`src/rtl/arb_pkg.sv`:
```
// arb_pkg: shared types and constants for the one-hot round-robin arbiter.
//   state_t    - arbiter states (IDLE, GRANT)
//   DEF_N      - default number of request lines
//   DEF_TIMEOUT- default ack-wait limit in cycles
//   ptr_width  - rotating pointer width, never below one bit
package arb_pkg;
  typedef enum logic {IDLE, GRANT} state_t;
  localparam int DEF_N = 8;
  localparam int DEF_TIMEOUT = 16;
  function automatic int ptr_width(input int n);
    return (n <= 2) ? 1 : $clog2(n);
  endfunction
endpackage

```
`src/rtl/rr_pick.sv`:
```
// rr_pick: combinational round-robin picker.
//   pend   in  N   pending request vector
//   ptr    in  PW  index where the search starts (wraps N-1 -> 0)
//   select out N   one-hot first pending bit at or after ptr, else zero
//   found  out 1   any request pending
module rr_pick
  import arb_pkg::*;
#(
  parameter int N = DEF_N,
  localparam int PW = ptr_width(N)
) (
  input  logic [N-1:0]  pend,
  input  logic [PW-1:0] ptr,
  output logic [N-1:0]  select,
  output logic          found
);
  logic [N-1:0] hi, src;
  // Bits at or above ptr take priority; if none, fall back to the whole vector (the wrap).
  assign hi = pend & ~((N'(1) << ptr) - N'(1));
  assign src = |hi ? hi : pend;
  // Isolating the lowest set bit keeps the result strictly one-hot or zero.
  assign select = src & (~src + N'(1));
  assign found = |pend;
endmodule

```
`src/rtl/onehot_rr_arbiter.sv`:
```
// onehot_rr_arbiter: captures request pulses and grants them round-robin, one-hot, held until ack.
//   clk  in  1  rising-edge clock
//   rst  in  1  asynchronous active-high reset
//   req  in  N  request pulses/levels, accumulated into pend
//   ack  in  1  consumer took the current grant (only meaningful while en=1)
//   gnt  out N  registered one-hot grant, zero when en=0
//   en   out 1  registered grant valid
//   pend out N  registered pending-request vector
//   err  out 1  sticky ack-timeout flag
// Optional macro ARB_TIMEOUT_EN: retire a grant after TIMEOUT unacknowledged GRANT cycles and set err.
module onehot_rr_arbiter
  import arb_pkg::*;
#(
  parameter int N = DEF_N,
  parameter int TIMEOUT = DEF_TIMEOUT
) (
  input  logic         clk,
  input  logic         rst,
  input  logic [N-1:0] req,
  input  logic         ack,
  output logic [N-1:0] gnt,
  output logic         en,
  output logic [N-1:0] pend,
  output logic         err
);
  localparam int PW = ptr_width(N);
  if (N < 2 || TIMEOUT < 2) begin : g_bad_param
    $error("onehot_rr_arbiter needs N >= 2 and TIMEOUT >= 2");
  end
  state_t state_q;
  logic [N-1:0] pend_q, pend_d, gnt_q, select, clr;
  logic [PW-1:0] ptr_q, ptr_d, gidx;
  logic en_q, err_q, err_d, found, retire, tmo;
  rr_pick #(.N(N)) u_pick (
    .pend(pend_q),
    .ptr(ptr_q),
    .select(select),
    .found(found)
  );
`ifdef ARB_TIMEOUT_EN
  localparam int CW = $clog2(TIMEOUT + 1);
  logic [CW-1:0] cnt_q;
  // An ack on the timeout edge wins, so tmo only fires without one.
  assign tmo = state_q == GRANT && !ack && cnt_q == CW'(TIMEOUT - 1);
  always_ff @(posedge clk or posedge rst) begin
    if (rst) cnt_q <= '0;
    else cnt_q <= (state_q == GRANT && !retire) ? cnt_q + CW'(1) : '0;
  end
`else
  assign tmo = 1'b0;
`endif
  always_comb begin
    gidx = '0;
    for (int k = 0; k < N; k++) if (gnt_q[k]) gidx = PW'(k);
  end
  assign retire = state_q == GRANT && (ack || tmo);
  assign clr = retire ? gnt_q : '0;
  // req is OR-ed in after the clear so a same-edge request keeps its bit pending.
  assign pend_d = (pend_q & ~clr) | req;
  assign ptr_d = retire ? (gidx == PW'(N - 1) ? '0 : gidx + PW'(1)) : ptr_q;
  assign err_d = err_q | tmo;
  always_ff @(posedge clk or posedge rst) begin
    if (rst) begin
      state_q <= IDLE;
      gnt_q <= '0;
      en_q <= 1'b0;
      pend_q <= '0;
      ptr_q <= '0;
      err_q <= 1'b0;
    end else begin
      pend_q <= pend_d;
      ptr_q <= ptr_d;
      err_q <= err_d;
      if (state_q == IDLE && found) begin
        state_q <= GRANT;
        gnt_q <= select;
        en_q <= 1'b1;
      end else if (retire) begin
        state_q <= IDLE;
        gnt_q <= '0;
        en_q <= 1'b0;
      end
    end
  end
  assign gnt = gnt_q;
  assign en = en_q;
  assign pend = pend_q;
  assign err = err_q;
endmodule

```
`config.mk`:
```
export PLATFORM = sky130hd
export DESIGN_NAME = onehot_rr_arbiter
export DESIGN_NICKNAME = d
export VERILOG_FILES = /design/src/rtl/arb_pkg.sv /design/src/rtl/rr_pick.sv /design/src/rtl/onehot_rr_arbiter.sv
export SDC_FILE = /design/constraint.sdc
export NUM_CORES = 1
export LEC_CHECK = 0
export ABC_AREA = 1
export BUFFER_PORTS_ARGS = -buffer_cell sky130_fd_sc_hd__buf_4
export CAP_MARGIN = 20
export CORE_ASPECT_RATIO = 0.8
export CORE_MARGIN = 2
export CORE_UTILIZATION = 24
export CTS_CLUSTER_DIAMETER = 120
export DETAILED_ROUTE_END_ITERATION = 10
export PLACE_DENSITY = 0.54
export SLEW_MARGIN = 20
export SYNTH_ARGS = -nofsm -noshare
export SYNTH_HDL_FRONTEND = slang
export SYNTH_SLANG_ARGS = --single-unit
export TNS_END_PERCENT = 30
```
`constraint.sdc`:
```
create_clock -name clk -period 1.4 [get_ports clk]
set_clock_uncertainty 0.05 [all_clocks]
set_input_delay 0.35 -clock clk [delete_from_list [all_inputs] [get_ports clk]]
set_output_delay 0.35 -clock clk [all_outputs]
set_load 0.01 [all_outputs]
```
# [Yosys cells after proc, flatten, opt, wreduce, memory -nomap -nowiden]
# Cells that the tools add are included.
[totals] latchBits=0 ramBits=0 out_inout_bits=18 input_bits=11 mem_count=0 reg_bits=20 word_cells=36 romBits=0
[classes] bitwise=8 n_reduce_logical=5 muxes=14 shifts=1 multipliers=0 order_cmp=0 n_addsub=3 n_eq_ne=1 div_mod_pow=0
[op_table] cell="two-way mux 8 bit" count=4
[op_table] cell="bitwise AND 8 bit" count=3
[op_table] cell="inverter 8 bit" count=3
[op_table] cell="OR reduction 8 bit" count=2
[op_table] cell="two-way mux 3 bit" count=5
[op_table] cell="adder 8 x 1 -> 8 bit (second input constant)" count=1
[op_table] cell="OR 8 bit" count=1
[op_table] cell="left shift 1 x 3 -> 8 bit (first input constant)" count=1
[op_table] cell="subtractor 8 x 1 -> 8 bit (second input constant)" count=1
[op_table] cell="two-way mux 2 bit" count=2
[op_table] cell="adder 3 x 1 -> 3 bit (second input constant)" count=1
[op_table] cell="equality test 3 bit (second input constant)" count=1
[op_table] cell="two-way mux 1 bit" count=3
[op_table] cell="logical AND 1 bit" count=2
[op_table] cell="nonzero test 2 bit" count=1
[op_table] cell="inverter 1 bit" count=1

# [Longest topological paths before layout]
[logic_depth] ltp_word=10 mapped_depth=12 mapped_depth_nobuf=12

# [Hierarchy]
# From an unflattened synthesis, not the netlist that was laid out.
[hier_totals] hier_cells=153 hier_area_um2=1149.9
[modules_own_cells] module="onehot_rr_arbiter" area_per_inst_um2=874.6 cells_each=96 instances=1
[modules_own_cells] module="rr_pick" area_per_inst_um2=275.3 cells_each=57 instances=1

# [Least setup slack after synthesis]
# No wires, ideal clock.
[synth_timing] path_kind="register to register" from="register gnt_q[2], in the netlist gnt[2]" to="register ptr_q[2]" required_time_ps=1218 setup_ps=132 n_path_buf=0 stages_incl_launch_ff=10 slack_ps=-95 arrival_ps=1313 path_cell_list="dfrtp_1 -> inv_1 -> a21oi_1 -> o21ai_0 -> nand2_1 -> nand2_1 -> ha_1 -> ha_1 -> nor2_1 -> a21oi_1"
[synth_via] elab_chain_cells=8 elab_cells_between_ends=9 cone_classes="add/sub: 1; eq/ne: 1; mux: 7"
[synth_rtl] element="start, declared" line="onehot_rr_arbiter.sv:31" source="logic [N-1:0] pend_q, pend_d, gnt_q, select, clr;"
[synth_rtl] element="start signal, assigned" line="onehot_rr_arbiter.sv:76" source="gnt_q <= select;"
[synth_rtl] element="two-way mux 2 bit (*) (2 in series)" line="onehot_rr_arbiter.sv:54" source="for (int k = 0; k < N; k++) if (gnt_q[k]) gidx = PW'(k);"
[synth_rtl] element="two-way mux 3 bit (*) (4 in series)" line="onehot_rr_arbiter.sv:54"
[synth_rtl] element="adder 3 x 1 -> 3 bit / equality test 3 bit (equally long branches)" line="onehot_rr_arbiter.sv:60" source="assign ptr_d = retire ? (gidx == PW'(N - 1) ? '0 : gidx + PW'(1)) : ptr_q;"
[synth_rtl] element="two-way mux 3 bit (*)" line="onehot_rr_arbiter.sv:60"
[synth_rtl] element="end signal, assigned" line="onehot_rr_arbiter.sv:72" source="ptr_q <= ptr_d;"
[synth_rtl] element="end, declared" line="onehot_rr_arbiter.sv:32" source="logic [PW-1:0] ptr_q, ptr_d, gidx;"
# Every way passes the cells marked *; elsewhere a longest branch is shown, timed or not.
# A chain may end at the register's enable or synchronous reset.

# [Final worst setup path]
[layout_timing] from="register ptr_q[2]" to="register gnt_q[4], in the netlist gnt[4]"
[layout_via] elab_chain_cells=10
[layout_rtl] element="left shift 1 x 3 -> 8 bit (*)" line="rr_pick.sv:19" source="assign hi = pend & ~((N'(1) << ptr) - N'(1));"
[layout_rtl] element="subtractor 8 x 1 -> 8 bit (*)" line="rr_pick.sv:19"
[layout_rtl] element="inverter 8 bit (*)" line="rr_pick.sv:19"
[layout_rtl] element="bitwise AND 8 bit (*)" line="rr_pick.sv:19"
[layout_rtl] element="OR reduction 8 bit" line="rr_pick.sv:20" source="assign src = |hi ? hi : pend;"
[layout_rtl] element="two-way mux 8 bit (*)" line="rr_pick.sv:20"
[layout_rtl] element="inverter 8 bit" line="rr_pick.sv:22" source="assign select = src & (~src + N'(1));"
[layout_rtl] element="adder 8 x 1 -> 8 bit" line="rr_pick.sv:22"
[layout_rtl] element="bitwise AND 8 bit (*)" line="rr_pick.sv:22"
[layout_rtl] element="two-way mux 8 bit (*)" line="onehot_rr_arbiter.sv:74" source="if (state_q == IDLE && found) begin"
# Marked as above.

==> results.ini <==
[logic_synthesis]
netlist_area_um2 = 1160
async_reset_ff_frac = 1.00
syn-num-nets = 166
yosysSeqAreaShare = 0.430
synth_edf_count = 0
ys_types = 24
synthTopCellsByArea = dfrtp_1, nand2_1, inv_1, nor2_1, nand3_1
syn_inst = 153
yosysTopAreaCell = dfrtp_1
synth-main-ff-cell = dfrtp_1
synth_area_per_cell_um2 = 7.61
synth_common_cells = nand2_1, dfrtp_1, inv_1
ys_ff_latch = 20
yosys_warnings = 0
yosysTopAreaCellShare = 0.430
post-synth-top-count-cell = nand2_1

[worst_setup_path]
reg2reg_depth = 11
critPathKind = reg2reg
reg2reg_slack_ps = -160
end_kind = flop
startpoint_type = flop
r2r-start = ptr_q[2]
crit_fanout = 6
critPathArrivalTime_ps = 1660
worstReg2RegEnd = gnt[4]
required_ps = 1500

[clocking]
cts_tree = done
cts.sinks = 20
cts.path.max_buffers = 2
insertion_delay_ps = 260
cts_buffers = 3
root_buffer = clkbuf_8
cts_hold_buf = 0
clk_pin_slew_ps = 80
h-tree-depth = 1

[detailed_routing]
wl_per_cell_um = 12.1
vias = 1182
drt-total-wl_um = 3330
viasPerCell = 4.28
dr.pass1.iters = 4
antenna_left = 0
drt_iter0_drc = 58
drc = 0

[place]
hpwlAfterDp_um = 2520
gp_congestion = 0.824
io_buffers = 27

[sta]
final-hold-violation-count = 0
maxSlewViolCount = 0
min_period_over_period = 1.12
setup_ws_ps = -163
rsz0062_at_grt = yes
fmax_mhz = 640
whs_ps = 68.1
finalSetupViolCount = 11
fin_crit_ps = 1560

[grt]
grt_max_degree = 21
grt_pass1_vias = 1147
antenna_found_initial = 0
overflow = 0
grt_pass1_wl_um = 5140
grt_usage = 0.125

[die]
rows = 22
design.portCount = 29
coreArea_um2 = 4620
die_area_um2 = 5430
start_util = 0.252
die_w_um = 81.9
die_h_um = 66.3

[pwr]
swShare = 0.435
p_int_uw = 2000
clkPwrFrac = 0.108
power_density_nw_per_um2 = 1910
switchingPower_uw = 1540
pwr-share-seq = 0.277
combinationalPowerShare = 0.615
leakagePower_uw = 0.000988
irDropWorstVdd_mv = 0.953
p_total_uw = 3530

[cells_and_area]
nets = 231
areaGrowthSynthToFinish_pct = 59.0
antennaDiodeCount = 0
final_layout_size_suffix_gt1_frac = 0.519

[status]
violations = setup timing
status = complete, but fails checks

[min_path]
hold_class = in2async

[run]
cap_violations = 0

[registers in the layout, summed over array words and instances (netlist names)]
signal,flops
en,1
gnt,8
pend,8
ptr_q,3
[cells in the final DEF (no fill, tap or decap), types with 2 or more instances in the layout]
cell type | synthesis | final
nand2_1 | 42 | 31
buf_4 | 1 | 58
inv_1 | 20 | 17
clkbuf_8 | 0 | 3
a21o_1 | 2 | 2
dfrtp_2 | 0 | 5
nand2_2 | 6 | 14
inv_2 | 3 | 6
nand3_1 | 12 | 10
buf_6 | 0 | 4
dfrtp_1 | 20 | 15
nor2_4 | 2 | 5
nand3_2 | 1 | 2
nand2_4 | 2 | 5
o21ai_0 | 4 | 3
nor2_1 | 18 | 15
o22ai_1 | 3 | 2
o21bai_1 | 4 | 4
nor2_2 | 3 | 3
[final cells by class]
type                    count  area, um^2
fillers                   481        2770
multi-input cells         108         661
flip-flops and latches     20         507
repair buffers             62         480
inverters                  23        86.3
well taps                  60        75.1
clock buffers               3        41.3
[power by group through the flow]
stage	registers (uW)	logic (uW)	clock network, uW
floorplan	941	990	0
global placement	909	1880	0
detailed placement	914	1860	0
CTS	931	1980	392
global route	995	2400	404
finish	977	2170	383
[cells by family (layout without fill, tap and decap cells)]
family | after synthesis | count (layout) | synth area share
other cells | 1 | 1 | 0.00322
buf+inv | 25 | 88 | 0.0839
mux | 1 | 1 | 0.00968
flops | 20 | 20 | 0.430
compound gates | 18 | 18 | 0.111
fa+ha+maj | 2 | 2 | 0.0215
simple gates | 86 | 86 | 0.341
[stage by stage]
stage          cells  cell area, um^2  worst slack, ps  utilization  TNS, ps
3_3_place_gp     271             1680             -152        0.364    -1090
6_report         276             1850             -163        0.400    -1160
5_1_grt          276             1850             -276        0.400    -2320
2_1_floorplan    153             1170            -40.1            -     -189
4_1_cts          274             1760             -120        0.381     -913
3_5_place_dp     271             1680             -180        0.364    -1060
[worst max-delay path, cell delays in order (launching register included)]
cell and delay (ps):
dfrtp_2 500, inv_2 90, nand3_2 90, nand2_2 60, nor2_4 150, nand2_4 100, o21bai_4 180, inv_2 50
nand2_2 60, nor2_2 40, nand2_1 50, nand2_1 50
[metal layers]
layer | GRT usage | share of wire
met1 | 0.168 | 0.47
met2 | 0.204 | 0.47
met3 | 0.0314 | 0.062
met4 | 0.0188 | 0.0048
met5 | 0 | 0
[worst max-delay path by stage]
stage	from	to	slack, ps
floorplan	gnt[2]	ptr_q[2]	-40
global placement	ptr_q[2]	gnt[5]	-150
detailed placement	ptr_q[2]	gnt[7]	-180
CTS	ptr_q[2]	gnt[4]	-120
global route	ptr_q[2]	gnt[6]	-280
finish	ptr_q[2]	gnt[4]	-160
[repair_timing]
item,in CTS,in global routing
endpoints found under the setup margin,11,14
resized for setup,14,21
setup buffers,0,2
pin swaps,4,3
Power figures use the tool's default switching activity.
